==> src/rtl/framebuffer_reader.sv <==
// Streams a rendered framebuffer from RAM through a small prefetch FIFO to the SNES byte read port.
// Optional feature macro: FB_READER_UNDERRUN_COUNT_EN adds the saturating underrunCount output.
module framebuffer_reader #(
  parameter logic [15:0] FB_BASE_ADDR = 16'h0000,
  parameter int unsigned PIXEL_COUNT  = 32000,
  parameter int unsigned FIFO_DEPTH   = 4
) (
  input  logic        clock,
  input  logic        reset,
  input  logic        start_tick,
  output logic        done_tick,
  output logic        busy,
  input  logic        readerOK,
  output logic        readerRead,
  output logic [15:0] readerReadAddr,
  input  logic        readerReadValid,
  input  logic [15:0] readerReadData,
  input  logic        snesReadStrobe,
  output logic [7:0]  snesReadData,
  output logic        snesDataReady
`ifdef FB_READER_UNDERRUN_COUNT_EN
  ,
  output logic [15:0] underrunCount
`endif
);

  localparam int PTR_W = (FIFO_DEPTH > 1) ? $clog2(FIFO_DEPTH) : 1;
  localparam int CNT_W = $clog2(FIFO_DEPTH + 1);
  localparam int PIX_W = $clog2(PIXEL_COUNT + 1);
  localparam logic [CNT_W-1:0] DEPTH_C  = CNT_W'(FIFO_DEPTH);
  localparam logic [PIX_W-1:0] LAST_PIX = PIX_W'(PIXEL_COUNT - 1);

  typedef enum logic [1:0] {
    FR_Idle,
    FR_Stream,
    FR_Drain,
    FR_Done
  } state_t;

  state_t state, state_next;

  logic [15:0]      req_addr;
  logic [PIX_W-1:0] req_count;
  logic [PIX_W-1:0] pop_count;
  logic [CNT_W-1:0] outstanding;
  logic [CNT_W-1:0] fifo_count;
  logic [PTR_W-1:0] wr_ptr;
  logic [PTR_W-1:0] rd_ptr;
  logic             byte_sel;
  logic [15:0]      fifo_mem [FIFO_DEPTH];
  logic [15:0]      head;

  logic start_accept;
  logic credit_ok;
  logic push;
  logic consume;
  logic pop;

  assign start_accept   = start_tick && (state == FR_Idle);
  // Credits count words requested but not yet popped; a same-cycle pop frees nothing until next cycle.
  assign credit_ok      = (outstanding + fifo_count) < DEPTH_C;
  assign push           = readerReadValid && (state != FR_Idle);
  assign snesDataReady  = (fifo_count != '0);
  assign consume        = snesReadStrobe && snesDataReady;
  assign pop            = consume && byte_sel;
  assign head           = fifo_mem[rd_ptr];
  assign snesReadData   = !snesDataReady ? 8'h00 : (byte_sel ? head[15:8] : head[7:0]);
  assign readerReadAddr = req_addr;

  // NOTE: sequential state uses non-blocking assignments so every register samples pre-edge values.
  always_ff @(posedge clock) begin
    if (reset) begin
      state <= FR_Idle;
    end else begin
      state <= state_next;
    end
  end

  // NOTE: every output of this block gets a default first, so no path can infer a latch.
  always_comb begin
    state_next = state;
    readerRead = 1'b0;
    busy       = 1'b0;
    done_tick  = 1'b0;
    unique case (state)
      FR_Idle: begin
        if (start_tick) state_next = FR_Stream;
      end
      FR_Stream: begin
        busy       = 1'b1;
        readerRead = readerOK && credit_ok;
        if (readerRead && (req_count == LAST_PIX)) state_next = FR_Drain;
      end
      FR_Drain: begin
        busy = 1'b1;
        if (pop && (pop_count == LAST_PIX)) state_next = FR_Done;
      end
      FR_Done: begin
        done_tick  = 1'b1;
        state_next = FR_Idle;
      end
      default: state_next = FR_Idle;
    endcase
  end

  always_ff @(posedge clock) begin
    if (reset || start_accept) begin
      req_addr    <= FB_BASE_ADDR;
      req_count   <= '0;
      pop_count   <= '0;
      outstanding <= '0;
      fifo_count  <= '0;
      wr_ptr      <= '0;
      rd_ptr      <= '0;
      byte_sel    <= 1'b0;
    end else begin
      if (readerRead) begin
        req_addr  <= req_addr + 16'd1;
        req_count <= req_count + PIX_W'(1);
      end
      outstanding <= outstanding + CNT_W'(readerRead) - CNT_W'(push);
      fifo_count  <= fifo_count + CNT_W'(push) - CNT_W'(pop);
      if (push) wr_ptr <= wr_ptr + PTR_W'(1);
      if (consume) byte_sel <= ~byte_sel;
      if (pop) begin
        rd_ptr    <= rd_ptr + PTR_W'(1);
        pop_count <= pop_count + PIX_W'(1);
      end
    end
  end

  // NOTE: the FIFO storage is deliberately not reset; fifo_count alone decides which entries are valid.
  always_ff @(posedge clock) begin
    if (push) fifo_mem[wr_ptr] <= readerReadData;
  end

`ifdef FB_READER_UNDERRUN_COUNT_EN
  always_ff @(posedge clock) begin
    if (reset || start_accept) begin
      underrunCount <= '0;
    end else if (snesReadStrobe && busy && !snesDataReady && (underrunCount != 16'hFFFF)) begin
      underrunCount <= underrunCount + 16'd1;
    end
  end
`endif

endmodule

==> config.mk <==
export PLATFORM = sky130hd
export DESIGN_NAME = framebuffer_reader
export DESIGN_NICKNAME = d
export VERILOG_FILES = /design/src/rtl/framebuffer_reader.sv
export SDC_FILE = /design/constraint.sdc
export NUM_CORES = 1
export LEC_CHECK = 0
export ABC_CLOCK_PERIOD_IN_PS = 7100
export CAP_MARGIN = 0
export CORE_ASPECT_RATIO = 0.9
export CORE_MARGIN = 4
export CORE_UTILIZATION = 64
export CTS_BUF_LIST = sky130_fd_sc_hd__clkbuf_4 sky130_fd_sc_hd__clkbuf_8
export CTS_CLUSTER_DIAMETER = 100
export DETAILED_ROUTE_END_ITERATION = 16
export PLACE_DENSITY = 0.88
export SYNTH_ARGS = -nofsm -noshare
export SYNTH_HDL_FRONTEND = slang
export SYNTH_SLANG_ARGS = --single-unit
export TNS_END_PERCENT = 1
==> constraint.sdc <==
create_clock -name clock -period 7.1 [get_ports clock]
set_input_delay 1.42 -clock clock [delete_from_list [all_inputs] [get_ports clock]]
set_output_delay 1.42 -clock clock [all_outputs]
set_load 0.02 [all_outputs]
### Yosys cells after proc, flatten, opt, wreduce, memory -nomap -nowiden

Memories as Yosys holds them, arrays and structs flattened. A register that Yosys moved wholly into a read port is not among the register bits.
Cells that the tools add are included.
W data, S select, Z words.

* memories kept: 1
* output and inout port bits: 28
* register bits after elaboration: 59
* RAM bits: 64
* bits of input ports: 22

Memory list
* fifo_mem: words 4, width 16, rd ports 1, clocked after memory_dff 1, write ports 1, RTL line 50 `logic [15:0] fifo_mem [FIFO_DEPTH];`

* $add $sub $neg: 10
* bitwise logic cells: 1
* $lt $le $gt $ge: 1
* reduce and logical (&&, ||, !) cells: 13
* multiplexer cells: 13
* eq/ne operators: 8

Operator list (number)
* $add A15 B1 Y15 const B: 2
* $eq A15 B15 Y1 const B: 2
* $add A16 B1 Y16 const B: 1
* $mux W8: 2
* $mux W2: 5
* $pmux W2 S4: 1
* $logic_and A1 B1 Y1: 7
* $add A3 B1 Y3: 2
* $ne A2 B2 Y1 const B: 3
* $sub A3 B1 Y3: 2
* $mux W1: 5
* $add A2 B1 Y2 const B: 2
* $eq A2 B2 Y1 const B: 2
* $add A3 B3 Y3: 1
* $lt A3 B3 Y1 const B: 1
* $reduce_and A3 Y1: 1
* $reduce_bool A3 Y1: 1
* $eq A2 B1 Y1 const B: 1
* $logic_not A2 Y1: 1
* $reduce_bool A2 Y1: 1
* $reduce_or A2 Y1: 1
* $logic_or A1 B1 Y1: 1
* $not A1 Y1: 1

### Depth between registers and ports, before layout

Gate-level depths: netlist (run 1).

* word-level depth: 6
* mapped depth: 12

### Worst setup path before layout (run 1)

Ideal clock, no wire load.

* kind: in2out
* from: input readerOK
* to: output readerRead
* arrival: 2162 ps
* path buffers: 1
* setup slack: 3518 ps
* cell stages on the path: 3
* data required time: 5680 ps
* cells stage by stage: nand2_1 > clkbuf_1 > nor2_1

* longest elaborated chain between the ends: 2

RTL lines
* start, declared: RTL line 13 `input logic readerOK,`
* $logic_and A1 B1 Y1: RTL line 91 `readerRead = readerOK && credit_ok;`
* $mux W1: RTL line 85 `unique case (state)`
* end, declared: RTL line 14 `output logic readerRead,`

Every way passes these cells.

### Worst setup path in the final report (run 1)

Same ends and word-level chain as after synthesis.

==> qor.csv, run 1 <==
metric;value;unit
status;complete, no violations;
r2r_setup_slack;4.28;ns
drt_iter0_drc;293;
grt-ovfl-total;0;
path_clk_slew;0.08;ns
leakage;2.09;nW
drive_gt1_share;10.8;%
holdBufCountCts;0;
synth.area.top_cells;edfxtp_1, dfxtp_1, mux4_2;
areaGrowthSynthToFinish;18.2;%
ant_nets;0;
synth_xor_area_share;7.96;%
synth_compound_area_share;2.40;%
start_kind;primary input;
yosys.area.top_type;edfxtp_1;
critPathKind;primary input to primary output;
synthAdderAreaFrac;4.47;%
clockRootBuffer;clkbuf_8;
maxCapViolCount;0;
max_slew_margin;27.3;%
synth-simple-area-share;15.7;%
endpoint_kind;primary output;
r2r_cells;10;
worst_pin_slew;1.09;ns
fillerInstances;487;
grt_pass1_vias;3663;
io_pins;50;
detail_route.first_pass.iterations;5;
seq_area;3140;sq um
routed_wl;11.3;mm
die-area;9940;sq um
clockBufferDepth;2;
synth_flop_cell;edfxtp_1;
critPathMaxFanout;20;
grt_max_degree;37;
die_h;95.0;um
initial_core_util;66.4;%
place_congestion;0.824;
multi_input_area;2100;sq um
hp-class;flip-flop to flip-flop;
syn_nets;481;
syn-cell-area;5380;sq um
cts_num_sinks;125;
fin_tns_setup;0;ns
p_per_area;285;nW/um^2
coreArea;8110;sq um
synthArstFlopShare;0;%
grt_pass1_wl;18.0;mm
synth_edf_count;64;
syn_area_per_cell;12.2;sq um
antenna_found_initial;0;
clock_latency;0.44;ns
hold_viol;0;
cp.required;5.68;ns
fin_crit_sh;70.4;%
insertedDiodeCount;0;
cp.arrival;3.58;ns
vias;3676;
netlist-cell-type-count;38;
grt_use_total;23.9;%
post_drt_wl_per_cell;18.7;um
fp-row-count;31;
dp_hpwl;7.20;mm
finalSetupViolCount;0;
numCtsBuffers;17;
fin_util;78.4;%
ir_worst_vdd;209;uV
post-cts-setup-buffer-count;0;
reg2reg_to;outstanding[2];
fp.dieW;105;um
synth_top_family_by_area;simple AND/OR/NAND/NOR gates;
syn_inst;441;
portBuffers;49;
min_period;5.00;ns
finClkSkew;0.00681;ns
nets;534;
synth_top_area_share;35.7;%
synth.mux.area_fraction;8.56;%
r2r-start;fifo_count[1];
ys_seq_area_share;58.4;%
postSynthRegisterBits;125;
cts_tree;done;
htree_levels;4;
crit_end;readerRead;
rsz0062_at_grt;no;
post_cts_resized;0;
via_per_inst;6.07;
drt_drc_violations_left;0;
drv_slew;0;
setup.worst_path.start;readerOK;
ys_warn_count;0;
max_freq;200;MHz
==> power by group <==
| part | total [W] | leakage [nW] | switching, W | internal [W] |
|---|---|---|---|---|
| Combinational | 0.000333 | 0.810 | 0.000197 | 0.000136 |
| Sequential | 0.000836 | 1.07 | 0.0000270 | 0.000809 |
| Clock | 0.000643 | 0.207 | 0.000317 | 0.000326 |
==> Yosys cell counts, types with 2 or more instances <==
master,n
a21oi_1,10
and2_1,11
and3_1,4
and4_1,5
buf_1,2
buf_2,3
clkbuf_1,13
dfxtp_1,61
edfxtp_1,64
fa_1,2
ha_1,16
inv_1,17
mux2i_1,10
mux4_2,16
nand2_1,24
nand3_1,17
nand4_1,10
nor2_1,62
nor2b_1,2
nor3_1,7
nor4_1,13
nor4b_1,3
o21ai_0,3
o31ai_1,3
or3_1,2
or4_1,4
xnor2_1,33
xor2_1,14
==> worst max-delay path, cell delays in order <==
cell,delay [ns]
clkdlybuf4s50_1,0.50
nand2_1,0.42
nor2_1,0.54
clkdlybuf4s50_1,0.70
==> metrics by stage <==
| stage | setup WS [ns] | instances | total power [W] | instance area (sq um) | hold WS [ns] |
|---|---|---|---|---|---|
| after CTS | 2.13 | 606 | 0.00182 | 6360 | 0.501 |
| after detailed placement | 2.18 | 574 | 0.00118 | 5940 | 0.490 |
| final | 2.10 | 606 | 0.00181 | 6360 | 0.501 |
| after global routing | 2.01 | 606 | 0.00189 | 6360 | 0.540 |
| after global placement | 2.27 | 574 | 0.00117 | 5940 | 0.465 |
| after floorplan | 3.52 | 441 | 0.00107 | 5380 | 0.448 |
==> flip-flops by register name, indices dropped and copies added (netlist names), named ones only <==
signal and count:
outstanding 3, fifo_mem 64, req_count 15, byte_sel 1
rd_ptr 2, wr_ptr 2, state 2, pop_count 15
readerReadAddr 16, fifo_count 3
==> layout make-up <==
cell class,instances,area share [%]
clock inverters,15,2.80
repair buffers,52,8.07
flip-flops and latches,125,49.4
well taps,99,1.95
clock buffers,17,3.68
inverters,17,1.00
multi-input cells,281,33.1
==> kinds of logic (layout without fill, tap and decap cells) <==
| group | count (synthesis) | count (layout) |
|---|---|---|
| DFF | 125 | 125 |
| muxes | 26 | 26 |
| adders and majority gates | 18 | 18 |
| and+or+nand+nor | 168 | 168 |
| AOI/OAI and AO/OA | 21 | 21 |
| buffers and inverters | 35 | 101 |
| xor gates and xnor gates | 48 | 48 |
==> layout by cell type (no fill, tap or decap), types with 5 or more instances in the layout <==
master,count
mux4_2,16
nand2_1,24
inv_1,17
edfxtp_1,64
and2_1,11
clkbuf_8,17
nor4_1,13
nor2_1,62
inv_6,7
nand3_1,17
a21oi_1,10
xor2_1,14
ha_1,16
xnor2_1,33
mux2i_1,10
dfxtp_1,61
clkdlybuf4s50_1,49
and4_1,5
nor3_1,7
nand4_1,10
==> per-layer routing <==
metal	vias to the layer above	part of all wire [%]	GRT usage, %
met5	-	0	0
met4	0	2.2	8.85
met3	35	6.7	6.56
met2	163	52	42.3
met1	1787	39	28.1
li1	1691	-	-
==> worst min path at each step <==
stage                  start            end  slack, ns  cells after the start
3_5_place_dp   req_count[13]  req_count[13]       0.49                      2
6_report            state[1]       state[1]       0.50                      2
3_3_place_gp   req_count[13]  req_count[13]       0.46                      2
2_1_floorplan  req_count[13]  req_count[13]       0.45                      2
5_1_grt             state[1]       state[1]       0.54                      2
4_1_cts        req_count[13]  req_count[13]       0.50                      2
Power figures use the tool's default switching activity.
==> inputs of run 2 (changes only) <==
--- a/config.mk
+++ b/config.mk
@@ -5,15 +5,15 @@
 export SDC_FILE = /design/constraint.sdc
 export NUM_CORES = 1
 export LEC_CHECK = 0
-export ABC_CLOCK_PERIOD_IN_PS = 7100
+export ABC_CLOCK_PERIOD_IN_PS = 4100
 export CAP_MARGIN = 0
 export CORE_ASPECT_RATIO = 0.9
 export CORE_MARGIN = 4
-export CORE_UTILIZATION = 64
+export CORE_UTILIZATION = 54
 export CTS_BUF_LIST = sky130_fd_sc_hd__clkbuf_4 sky130_fd_sc_hd__clkbuf_8
 export CTS_CLUSTER_DIAMETER = 100
 export DETAILED_ROUTE_END_ITERATION = 16
-export PLACE_DENSITY = 0.88
+export PLACE_DENSITY = 0.79
 export SYNTH_ARGS = -nofsm -noshare
 export SYNTH_HDL_FRONTEND = slang
 export SYNTH_SLANG_ARGS = --single-unit
==> constraint.sdc (replaced) <==
create_clock -name clock -period 4.1 [get_ports clock]
set_input_delay 0.82 -clock clock [delete_from_list [all_inputs] [get_ports clock]]
set_output_delay 0.82 -clock clock [all_outputs]
set_load 0.02 [all_outputs]
==> run 2 against run 1 <==
- core utilization is 12 points lower
- clock power is 82% higher
- highest routed layer unchanged
- critical endpoint unchanged
- cell area grew 1.4%
- die area is 17% higher
- count of clock-buffer cells in the layout did not move
- hold slack got worse by 0.018 ns
- combinational power increased by 74%
- non-clock buffer count is 5 higher
- register-to-register slack worse by 3.0 ns
- clock skew up 0.0072 ns
==> qor.csv, run 2 (synthesized netlist as in run 1, its figures left out) <==
metric;value;unit;change
route.met2.wl;5.07;mm;-14%
p_per_area;495;nW/um^2;+74%
status;complete, no violations;;
setup_ws;0.603;ns;-1.50 ns
met1_length;4.38;mm;-1.7%
largest_reg_flops;64;;unchanged
clock_latency;0.44;ns;about the same
detail_route.first_pass.iterations;4;;-1
vias;3545;;-3.6%
drv_slew;0;;unchanged
final_common_cell;edfxtp_1;;
r2r_setup_slack;1.31;ns;-2.97 ns
antenna_found_initial;0;;unchanged
min_period;3.50;ns;
die-area;11600;sq um;+17%
cts_tree;done;;
cp.arrival;2.68;ns;-0.90 ns
grt_pass1_vias;3602;;-1.7%
areaGrowthSynthToFinish;19.8;%;
reg2reg_to;outstanding[2];;
grt_use_total;18.5;%;-5.4 points
portBuffers;49;;unchanged
post-cts-setup-buffer-count;0;;unchanged
place_area;6020;sq um;+1.2%
finalSetupViolCount;0;;unchanged
initial_core_util;55.5;%;-11 points
fp.dieW;113;um;+8.2%
via_per_inst;5.56;;-8.4%
hp-class;flip-flop to flip-flop;;
grt_pass1_wl;16.7;mm;-7.2%
regMostFlops;fifo_mem;;
post_drt_wl_per_cell;15.7;um;-16%
grt-ovfl-total;0;;unchanged
min_path_cells;2;;unchanged
min_from;req_count[13];;
clockBufferDepth;2;;unchanged
nets;539;;+0.94%
dp_hpwl;6.61;mm;-8.2%
drt_drc_violations_left;0;;unchanged
holdWs;0.483;ns;-0.0181 ns
maxCapViolCount;0;;unchanged
ant_nets;0;;unchanged
die_h;103;um;+8.1%
clockPowerShare;36.5;%;+1.0 points
path_clk_slew;0.08;ns;about the same
critPathKind;flip-flop to primary output;;
drt_iter0_drc;285;;-2.7%
min_to;req_count[13];;
sw_frac_of_total;28.9;%;-0.94 points
p_switching;0.000923;W;+71%
fp-row-count;34;;+9.7%
cp.required;3.28;ns;-2.40 ns
fin_crit_sh;85.3;%;
rsz0062_at_grt;no;;
fin_tns_setup;0;ns;unchanged
design_area;6450;sq um;+1.4%
endpoint_kind;primary output;;
critPathMaxFanout;20;;unchanged
routed_wl;10.0;mm;-12%
pre_cts_ws;0.843;ns;-1.33 ns
finClkSkew;0.0140;ns;+0.00717 ns
numCtsBuffers;17;;unchanged
place_inst;606;;+5.6%
max_slew_margin;42.9;%;+16 points
hold_viol;0;;unchanged
dr_wl_met3;442;um;-42%
clockRootBuffer;clkbuf_8;;
cts_num_sinks;125;;unchanged
r2r_cells;11;;+1
io_pins;50;;unchanged
seqPwrFrac;45.3;%;-0.9 points
dr.max_layer_used;met4;;
worst_pin_slew;0.849;ns;-0.239 ns
coreArea;9700;sq um;+20%
layout_common_cells;edfxtp_1, nor2_1, dfxtp_1;;
post_cts_resized;0;;unchanged
max_freq;286;MHz;
insertedDiodeCount;0;;unchanged
stdcell_count;638;;+5.3%
place_congestion;0.783;;-5.0%
grt_max_degree;35;;-5.4%
ir_worst_vdd;350;uV;+68%
htree_levels;4;;unchanged
start_kind;flip-flop;;
holdBufCountCts;0;;unchanged
r2r-start;fifo_count[1];;
drive_gt1_share;11.7;%;+0.87 points
combPwrFrac;18.1;%;-0.3 points
p_int;0.00227;W;+79%
leakage;2.13;nW;+1.9%
run 2: cell count changes in the layout (fill, tap and decap cells not counted), sizes merged:
cell      change
buf           +5
bufinv        +1
clkinv        -1
clkinvlp      -1
inv           +1
run 2: power groups by stage:
stage               sequential, W  clock (W)  combinational [W]
detailed placement        0.00148          0           0.000578
global placement          0.00147          0           0.000559
finish                    0.00145    0.00117           0.000580
floorplan                 0.00146          0           0.000385
CTS                       0.00145    0.00118           0.000585
global route              0.00146    0.00124           0.000641
run 2: layer usage:
metal | up-vias | GRT usage, %
met4 | 0 | 7.67
li1 | 1698 | -
met2 | 80 | 31.9
met1 | 1754 | 22.0
met5 | - | 0
met3 | 13 | 5.28
run 2: worst max-delay path by stage:
stage	end	from	slack (ns)
2_1_floorplan	outstanding[1]	fifo_count[1]	1.43
3_3_place_gp	readerRead	readerOK	0.86
3_5_place_dp	readerRead	readerOK	0.84
4_1_cts	readerRead	fifo_count[1]	0.58
5_1_grt	readerRead	fifo_count[1]	0.39
6_report	readerRead	fifo_count[1]	0.60
run 2: cell type report:
cell class                      instances  area [sq um]
Tap cell                              126           158
Clock buffer                           17           234
Timing Repair Buffer                   57           551
Inverter                               17          63.8
Multi-Input combinational cell        281          2100
Clock inverter                         15           196
Fill cell                             690          3250
Sequential cell                       125          3140
run 2: critical path: stages, from the launching register on:
cell and delay (ns):
dfxtp_1 0.42, ha_1 0.26, a31oi_1 0.34, xor2_1 0.11, buf_4 0.22, nor2_1 0.12
buf_4 0.16, clkdlybuf4s50_1 0.61
run 2: metrics by stage:
step | power [W] | utilization [%]
floorplan | 0.00185 | -
global placement | 0.00203 | 62.0
detailed placement | 0.00205 | 62.0
CTS | 0.00321 | 66.5
global route | 0.00333 | 66.5
finish | 0.00319 | 66.5
